<file path="config.mk">
export PLATFORM = sky130hd
export DESIGN_NAME = seq_divider_flat
export DESIGN_NICKNAME = d
export VERILOG_FILES = /design/src/rtl/seq_divider_if.sv /design/src/rtl/seq_divider.sv /design/src/flat_wrapper.sv
export SDC_FILE = /design/constraint.sdc
export NUM_CORES = 1
export LEC_CHECK = 0
export CAP_MARGIN = 40
export CORE_UTILIZATION = 31
export CTS_CLUSTER_SIZE = 14
export DETAILED_ROUTE_END_ITERATION = 6
export GPL_TIMING_DRIVEN = 0
export SLEW_MARGIN = 15
export SYNTH_ARGS = -nofsm -noshare
export SYNTH_HDL_FRONTEND = slang
export SYNTH_SLANG_ARGS = --single-unit
</file>
<file path="constraint.sdc">
create_clock -name clk -period 9.2 [get_ports clk]
set_input_delay 2.3 -clock clk [delete_from_list [all_inputs] [get_ports clk]]
set_output_delay 2.3 -clock clk [all_outputs]
set_load 0.02 [all_outputs]
</file>
<file path="src/rtl/seq_divider_if.sv">
// Start/response bundle between the muldiv caller and the iterative divider.
// The caller holds start high and the operands steady until it sees div_resp.
interface seq_divider_if #(
    parameter int WIDTH = 32
);
    logic             start;
    logic [WIDTH-1:0] numerator;
    logic [WIDTH-1:0] denominator;
    logic [WIDTH-1:0] quotient;
    logic [WIDTH-1:0] remainder;
    logic             div_resp;

    modport master (
        output start, numerator, denominator,
        input  quotient, remainder, div_resp
    );

    modport slave (
        input  start, numerator, denominator,
        output quotient, remainder, div_resp
    );
endinterface

</file>
<file path="src/rtl/seq_divider.sv">
// Iterative unsigned restoring divider that resolves one quotient bit per clock.
// Handshake: an op is accepted only on an edge where state is IDLE and start=1.
// div_resp is high for exactly the one DONE cycle, and quotient/remainder are valid from then on.
module seq_divider #(
    parameter int WIDTH = 32
) (
    input  logic                clk,
    input  logic                rst,
    seq_divider_if.slave        bus,
    output logic [1:0]          dbg_state
);
    localparam int CW = $clog2(WIDTH);

    typedef enum logic [1:0] {
        IDLE = 2'd0,
        BUSY = 2'd1,
        DONE = 2'd2
    } state_t;

    state_t           state, state_n;
    logic [WIDTH:0]   p, p_n;
    logic [WIDTH-1:0] q, q_n;
    logic [WIDTH-1:0] d, d_n;
    logic [CW-1:0]    cnt, cnt_n;
    logic [WIDTH-1:0] quo, quo_n;
    logic [WIDTH-1:0] rem, rem_n;

    logic [WIDTH:0]   p_sh;
    logic [WIDTH-1:0] q_sh;
    logic [WIDTH+1:0] diff;

    always_ff @(posedge clk or posedge rst) begin
        if (rst) begin
            state <= IDLE;
            p     <= '0;
            q     <= '0;
            d     <= '0;
            cnt   <= '0;
            quo   <= '0;
            rem   <= '0;
        end else begin
            state <= state_n;
            p     <= p_n;
            q     <= q_n;
            d     <= d_n;
            cnt   <= cnt_n;
            quo   <= quo_n;
            rem   <= rem_n;
        end
    end

    always_comb begin
        state_n = state;
        p_n     = p;
        q_n     = q;
        d_n     = d;
        cnt_n   = cnt;
        quo_n   = quo;
        rem_n   = rem;

        // P < D holds between steps, so the shifted P fits in WIDTH+1 bits;
        // the extra top bit of diff is the borrow of the trial subtraction.
        p_sh = {p[WIDTH-1:0], q[WIDTH-1]};
        q_sh = {q[WIDTH-2:0], 1'b0};
        diff = {1'b0, p_sh} - {2'b00, d};

        case (state)
            IDLE: begin
                if (bus.start) begin
                    d_n = bus.denominator;
                    q_n = bus.numerator;
                    if (bus.denominator == '0) begin
                        quo_n   = '1;
                        rem_n   = bus.numerator;
                        state_n = DONE;
                    end else begin
                        p_n     = '0;
                        cnt_n   = '0;
                        state_n = BUSY;
                    end
                end
            end
            BUSY: begin
                if (!diff[WIDTH+1]) begin
                    p_n = diff[WIDTH:0];
                    q_n = q_sh | {{(WIDTH-1){1'b0}}, 1'b1};
                end else begin
                    p_n = p_sh;
                    q_n = q_sh;
                end
                cnt_n = cnt + CW'(1);
                if (cnt == CW'(WIDTH - 1)) begin
                    quo_n   = q_n;
                    rem_n   = p_n[WIDTH-1:0];
                    state_n = DONE;
                end
            end
            DONE: begin
                state_n = IDLE;
            end
            default: begin
                state_n = IDLE;
            end
        endcase
    end

    assign bus.quotient  = quo;
    assign bus.remainder = rem;
    assign bus.div_resp  = (state == DONE);
    assign dbg_state     = state;
endmodule
</file>
<file path="src/flat_wrapper.sv">
// flat-port wrapper written by rule: the top's interface ports become plain ports
module seq_divider_flat 
#(
    parameter int WIDTH = 32
)
  (clk, rst, dbg_state, bus_start, bus_numerator, bus_denominator, bus_quotient, bus_remainder, bus_div_resp);
  seq_divider_if #(.WIDTH(WIDTH)) bus_i ();
  input  logic clk;
  input  logic rst;
  output logic [1:0] dbg_state;
  input wire logic [$bits(bus_i.start)-1:0] bus_start;
  input wire logic [$bits(bus_i.numerator)-1:0] bus_numerator;
  input wire logic [$bits(bus_i.denominator)-1:0] bus_denominator;
  output wire logic [$bits(bus_i.quotient)-1:0] bus_quotient;
  output wire logic [$bits(bus_i.remainder)-1:0] bus_remainder;
  output wire logic [$bits(bus_i.div_resp)-1:0] bus_div_resp;
  assign bus_i.start = bus_start;
  assign bus_i.numerator = bus_numerator;
  assign bus_i.denominator = bus_denominator;
  assign bus_quotient = bus_i.quotient;
  assign bus_remainder = bus_i.remainder;
  assign bus_div_resp = bus_i.div_resp;
  seq_divider #(.WIDTH(WIDTH)) u_core (.clk(clk), .rst(rst), .bus(bus_i), .dbg_state(dbg_state));
endmodule
</file>
==> results.txt, run 1 <==
The run finished with clean final reports. The run gives 134 as the count of pins on the block boundary. The tools report the number of sinks on the clock net as 167.

The commonest non-fill, non-tap cell in the layout is sky130_fd_sc_hd__dfrtp_1. Counting along the longest clock path gives a buffer depth of 2. The largest single stage delay on the critical path is 0.59 ns. The buffers plus inverters on the worst setup path came out at 4. The most used flip-flop cell after synthesis is sky130_fd_sc_hd__dfrtp_1. At the pin with the least slew margin, the transition time is 0.713 ns. The number of slew-limit violations in the final report is 0.

The starting density of the core was 0.318. The tools report the capture instance of the worst register-to-register path as u_core.bus.remainder[14]. Derived from the worst setup path, the maximum achievable clock frequency is 0.182 GHz.

The number of nets handed over by synthesis was 1122. The number of design rule violations left after detail routing is 0, and the number of vias in the routed layout is 8119. The run gives 0 as the initial antenna violation count. Setup repair after global routing left no endpoint under its margin. The synthesized design contains 167 register bits. In this run the worst path has a maximum fanout of 10. The max-cap check violation count is 0. The logs give 0.159 mV for the peak ir drop on the vdd network and 0 for the number of warnings printed during yosys synthesis. The die covers 0.0302 mm².

The type of destination of the critical path is a flip-flop. The logs give 9.55 ns for the required arrival time at the worst endpoint and 0.489 ns for the worst hold slack. The CTS buffer count is 17, and the worst endpoint data arrival time is 5.85 ns. The run gives 8351 as the via count of the first global-routing pass. The number of fill cells was 2938; the average via count per standard cell was 5.17. The critical path in this run is classified as input port to flip-flop. Grouping stages by cell kind, the critical path spends the most delay in buffers and inverters.

The cell that appears most often on the critical path is sky130_fd_sc_hd__clkbuf_1. The tools report the wire length of the first global-routing pass as 46300 µm. The count of nets left with antenna violations once routing finished came out at 0. The worst-case setup slack after placement came out at 3.37 ns. Number of antenna repair diodes: 0. The gate count of the mapped netlist came out at 1020. For the finished layout, the period the worst path requires is 5.49 ns. Entering global routing, the biggest net connects 89 pins.

At the end of the flow, the number of nets in the layout was 1275. Post-CTS repair changed the size of 0 cells. The tools report the sequential fraction of the synthesis area as 0.456. TritonCTS built the clock tree. In this run the static leakage power is 0.00487 µW. The worst hold path cell count works out to 2. The overall routing resource usage came out at 0.195. The worst register-to-register path has a setup slack of 5.48 ns.

The clock edge transition at the registers on the reported setup and hold paths is 0.07 ns. Post-CTS setup repair buffer count: 0. The worst hold path terminates at u_core.bus.remainder[12]. The synthesis-to-finish area growth works out to 26.2%. The first routing iteration left 599 violations. The number of flops mapped to enable cells by yosys was 0. Measured along the y axis, the die boundary spans 174 µm. The remaining max-slew budget at the tightest pin was 0.524; the final routed wire length divided by cell count was 18.2 µm. The tools report the standard cell core area as 0.0289 mm². The tools report the HPWL after detailed placement as 21900 µm. The worst clock skew on the final layout was 0.0102 ns; the setup violation total in the final timing report was 0.

The startpoint kind of the worst setup timing path is an input port. The synthesized netlist occupies a cell area of 0.00916 mm². In this run the most critical hold path is launched from u_core.bus.remainder[12]. After detailed routing, the total wire length is 28500 µm. Clock root buffer master: sky130_fd_sc_hd__clkbuf_16.

The final cycle utilization of the critical path is 0.597. During placement, the flow inserted port buffers numbering 133. For the final weighted congestion in routability-driven placement, the log shows 0.857. In the layout the commonest cells are sky130_fd_sc_hd__dfrtp_1 (167), sky130_fd_sc_hd__clkdlybuf4s50_1 (133), sky130_fd_sc_hd__nand2_1 (120). For this design the ratio of total power to cell area is 419 mW/mm². For the worst flop-to-flop path, the logic depth is 12.

The number of buffers added to fix hold violations after cts was 0. Setup slack on the critical path of the routed design comes to 3.71 ns. The slowest stage cell on the critical path is sky130_fd_sc_hd__nor4_1.

The average instance in the mapped netlist occupies 8.98 µm². The tools report the sum of overflow across all layers after global routing as 0. The floorplan step set the die width to 174 µm. The async set-or-reset flop fraction in the synthesized netlist works out to 1.00. The H-tree depth was 4; the fraction of layout cells with a size suffix above 1 was 0.0540. The tools report the placement row count as 62. The first detailed-routing pass took 6 iterations. Clock latency on the worst-skew pair, taken at its later pin, is 0.43 ns.

The worst hold path belongs to the class flip-flop to flip-flop. The run gives 61 as the number of library cell types mapped by synthesis. The critical path goes through clkdlybuf4s50_1 -> nor4_1 -> nand4_1 -> nor2_1 -> nand2_1 -> o21ai_0 -> nand2b_1 -> inv_1 -> clkbuf_1 -> clkbuf_1 -> nand3_1 -> o211ai_2. Startpoint of the most critical register-to-register path: u_core.d[1]. For the count of endpoints failing hold in the final timing report, the log shows 0.
[flip-flops by register name, indices dropped and copies added, names as in the netlist]
register,flops
u_core.bus.quotient,32
u_core.bus.remainder,32
u_core.d,32
u_core.p,32
u_core.q,32
u_core.cnt,5
u_core.dbg_state,2
[how the worst max path moves through the flow]
stage                             from                      end  slack, ns  cells after the start
floorplan                          rst   u_core.bus.quotient[0]       2.38                      1
global placement                   rst             u_core.p[13]      -0.16                      2
detailed placement  bus_denominator[0]  u_core.bus.remainder[3]       3.37                     12
CTS                 bus_denominator[0]  u_core.bus.remainder[3]       3.78                     12
global route        bus_denominator[0]  u_core.bus.remainder[3]       3.63                     12
finish              bus_denominator[0]  u_core.bus.remainder[3]       3.71                     12
[report_power, final]
part / internal [µW] / switching (µW)
logic: 1170 / 1700
clock network: 379 / 313
registers: 1060 / 222
total: 2610 / 2240
[cell usage after synthesis, drive strengths merged (2+ instances only)]
master  number  area (µm²)
o211ai      24         260
nand3       30         150
a22o         2        17.5
o21a         4        30.0
nor2b       34         213
clkbuf      53         199
buf         10        72.6
a31o         2        17.5
o21ai      116         584
and2         4        25.0
nand2      120         450
o21bai       6        45.0
and3        10        62.6
a221oi       2        23.8
a211oi       7        52.6
nor2        90         338
nor4         8        50.1
a22oi       26         195
a211o        3        27.5
or3          2        12.5
a31oi        5        31.3
a311o        2        20.0
inv         42         158
xor2        12         105
mux2         3        33.8
ha          34         425
dfrtp      167        4180
mux2i       29         290
nand4        7        43.8
nor3        40         200
a311oi       3        26.3
xnor2       16         140
a21oi       67         339
and3b        4        35.0
nand2b       5        31.3
a21o        16         120
[kinds of logic (layout without fill, tap and decap cells)]
group	after synthesis	count (layout)	share of synthesized area
and+or+nand+nor	357	357	0.178
AOI/OAI and AO/OA	296	296	0.208
DFF	167	167	0.456
buffers and inverters	105	271	0.0468
adders and majority gates	35	35	0.0486
muxes	32	32	0.0354
xor gates and xnor gates	28	28	0.0268
[metrics by stage]
step	setup TNS, ns	utilization	instance area (µm²)	std cells	total power, µW
2_1_floorplan	0	-	9160	1020	3310
3_3_place_gp	-24.48	0.380	11000	1537	4090
3_5_place_dp	0	0.382	11000	1538	4150
4_1_cts	0	0.401	11600	1570	4870
5_1_grt	0	0.401	11600	1570	5250
6_report	0	0.401	11600	1570	4850
[metal layers]
metal | vias to the layer above | part of all wire | GRT usage
met1 | 3996 | 0.48 | 0.276
met3 | 31 | 0.039 | 0.0328
met2 | 196 | 0.46 | 0.308
li1 | 3896 | - | -
met4 | 0 | 0.017 | 0.0534
met5 | - | 0 | 0
[area by class of cell]
type / instances / area (µm²) / area share
multi-input combinational: 748 / 4550 / 0.394
timing repair buffer: 134 / 1360 / 0.118
inverter: 42 / 165 / 0.0143
buffer: 63 / 272 / 0.0235
tap: 384 / 480 / 0.0416
sequential: 167 / 4180 / 0.361
clock buffer: 20 / 447 / 0.0386
clock inverter: 12 / 105 / 0.00909
[worst min-delay path: cells and delay by family (launching register included)]
family | cells | cell delay, ns
DFF | 1 | 0.34
and+or+nand+nor | 1 | 0.06
AOI/OAI and AO/OA | 1 | 0.05
Power figures use the tool's default switching activity.
==> run 2: changes to the inputs <==
Clock period 9.2 ns to 5.4 ns, I/O delays scaled along.
==> results.txt, run 2 (synthesized netlist as in run 1, its figures left out) <==
For the HPWL after detailed placement, the log shows 22100 µm. In this run, post-CTS hold repair placed 0 buffers. At the worst endpoint, the arrival time is 4.73 ns. The number of vias in the routed layout was 8115; the y dimension of the die was 174 µm. The count of endpoints failing hold in the final timing report was 0. The signal on the critical path passes through clkdlybuf4s50_1 -> nor4_1 -> nand4_1 -> nor2_1 -> nand2_1 -> o21ai_0 -> nand2b_1 -> inv_1 -> clkbuf_1 -> clkbuf_1 -> nand3_1 -> o211ai_2. The initial detailed-routing violation count is 652.

In this run, post-CTS repair resized a total of 0 instances. The clock edge transition at the registers on the reported setup and hold paths is 0.07 ns, and the final-stage net count is 1279. In this run the number of H-tree levels came out at 4. For the number of slew-limit violations in the final report, the log shows 0. The run finished with clean final reports. The design internal power came out at 4510 µW. The type of the most critical hold path is flip-flop to flip-flop. For this run, design rule violations remaining after detail routing come to 0.

The filler cells instantiated in the layout total 2916. The die covers 0.0302 mm². The final-layout setup total negative slack was 0 ns. The via count of the first global-routing pass was 8252. For the number of sinks on the clock net, the log shows 167.

Cell family with the largest share of critical-path delay: buffers and inverters. The switching portion of total power works out to 0.459. The final cycle utilization of the critical path was 0.812. The total area inside the core boundary comes to 0.0289 mm². The remaining max-slew budget at the tightest pin is 0.497, and the fraction of layout cells with a size suffix above 1 is 0.0580.

The starting density of the core came out at 0.318. The width of the die is 174 µm, and the post-route antenna net violation count is 0. The post-CTS setup repair buffer count was 0.

Along the worst path, the maximum fanout reaches 10. After global routing the overflow that remains totals 0. In this run the core area contains 62 standard-cell rows.

The peak per-stage delay on the critical path is 0.57 ns. The shortest period the worst path allows was 4.39 ns. Part of the total power dissipated in the clock network: 0.150.

The tools report the combinational power share as 0.588. STA classifies the critical path endpoint as a flip-flop. The first global-routing pass estimated 46000 µm of wire. Startpoint kind of the worst setup timing path: an input port.

The pre-antenna-repair detailed-routing pass consisted of 6 iterations. The tools report the reported net switching power as 3820 µW. Clock latency on the worst-skew pair, taken at its later pin, is 0.44 ns. Static timing analysis puts the maximum clock frequency at 0.228 GHz. The count of input and output buffers was 133. TritonCTS built the clock tree. The worst hold slack is 0.503 ns.

The tools report the pin count of the biggest net entering global routing as 36. The critical path is of the input port to flip-flop type. The average via count per standard cell was 5.16. Setup repair after global routing left no endpoint under its margin. Sequential fraction of design power: 0.262. For the final database, setup skew stands at 0.0114 ns. Leaving out fill and tap cells, the most frequent cell in the layout is sky130_fd_sc_hd__dfrtp_1. The final routed wire length divided by cell count is 18.1 µm, and the buffers plus inverters on the worst setup path is 4.

Across the run, the number of max-cap violations was 0. The most numerous cell type found on the critical path is sky130_fd_sc_hd__clkbuf_1. Actual transition at the worst max-transition pin: 0.755 ns. The power per cell area is 714 mW/mm², and the number of antenna repair diodes is 0. From synthesis to final layout, the design area changed by 27.3%.

Total wirelength of the detailed-routed design: 28500 µm. Clock tree synthesis inserted a total of 17 buffers. Required arrival time at the worst endpoint: 5.75 ns. In this run the static leakage power is 0.00490 µW.

The top cell types in the final layout, fill and taps aside, are sky130_fd_sc_hd__dfrtp_1 (167), sky130_fd_sc_hd__clkdlybuf4s50_1 (133), sky130_fd_sc_hd__nand2_1 (120). For the overall routing resource usage, the log shows 0.195. The cell sitting at the root of the clock tree is a sky130_fd_sc_hd__clkbuf_16. The initial antenna violation count is 0, and the setup violation total in the final timing report is 0.

The clock passes through at most 2 buffers. The run gives 134 as the count of pins on the block boundary. IR analysis of the VDD net gives a maximum drop of 0.295 mV. The slowest stage of the critical path is the sky130_fd_sc_hd__nor4_1 cell. The final weighted congestion in routability-driven placement was 0.841.
-- run 2: changes by cell type in the layout (fill, tap and decap cells not counted) --
cell,before,now
sky130_fd_sc_hd__buf_12,0,5
sky130_fd_sc_hd__inv_6,0,5
sky130_fd_sc_hd__clkinv_4,4,0
sky130_fd_sc_hd__clkinv_2,5,2
sky130_fd_sc_hd__clkinvlp_4,2,5
sky130_fd_sc_hd__buf_16,1,0
sky130_fd_sc_hd__bufinv_16,1,2
sky130_fd_sc_hd__clkbuf_1,55,54
sky130_fd_sc_hd__inv_8,1,0
-- run 2: path summary, 6_finish.rpt --
path	start	end	slack, ns	cells after the start
worst max register to register	u_core.q[31]	u_core.bus.remainder[24]	1.79	13
worst min register to register	u_core.bus.remainder[23]	u_core.bus.remainder[23]	0.50	2
min in group asynchronous	rst	u_core.bus.quotient[26]	1.17	2
max in group asynchronous	rst	u_core.p[13]	3.30	5
worst max-delay path	bus_denominator[0]	u_core.bus.remainder[1]	1.01	12
worst min-delay path	u_core.bus.remainder[23]	u_core.bus.remainder[23]	0.50	2
-- run 2: stage by stage --
| step | total power [µW] | cells | utilization | cell area, µm² | setup slack [ns] |
|---|---|---|---|---|---|
| 2_1_floorplan | 5630 | 1020 | - | 9170 | 1.92 |
| 3_3_place_gp | 6970 | 1537 | 0.380 | 11000 | 0.372 |
| 3_5_place_dp | 7060 | 1542 | 0.384 | 11100 | 0.514 |
| 4_1_cts | 8350 | 1574 | 0.404 | 11700 | 0.945 |
| 5_1_grt | 8980 | 1574 | 0.404 | 11700 | 0.743 |
| 6_report | 8330 | 1574 | 0.404 | 11700 | 1.01 |
-- run 2: power by group through the flow --
stage                     Combinational (µW)  Clock [µW]  Sequential [µW]
after global placement                  4790           0             2190
after floorplan                         3390           0             2250
final                                   4890        1250             2180
after detailed placement                4870           0             2200
after CTS                               4900        1270             2180
after global routing                    5420        1320             2250
-- run 2: metal layers --
| layer | vias to the layer above | routed length, µm | global-route usage |
|---|---|---|---|
| met2 | 212 | 13200 | 0.314 |
| met5 | - | 0 | 0 |
| met1 | 3970 | 13500 | 0.273 |
| met4 | 0 | 385 | 0.0453 |
| li1 | 3908 | - | - |
| met3 | 25 | 1350 | 0.0335 |
-- run 2: layout make-up --
| cell class | instances | area, µm² | area share |
|---|---|---|---|
| inverter | 42 | 161 | 0.0138 |
| multi-input combinational | 748 | 4550 | 0.390 |
| buffer | 63 | 272 | 0.0233 |
| timing repair buffer | 138 | 1430 | 0.123 |
| sequential | 167 | 4180 | 0.358 |
| clock buffer | 19 | 443 | 0.0380 |
| clock inverter | 13 | 144 | 0.0123 |
| tap | 384 | 480 | 0.0412 |
-- run 2: worst min-delay path: cells and delay by family (launching register included) --
family | cells | cell delay [ns]
simple gates | 1 | 0.05
flops | 1 | 0.34
compound gates | 1 | 0.07
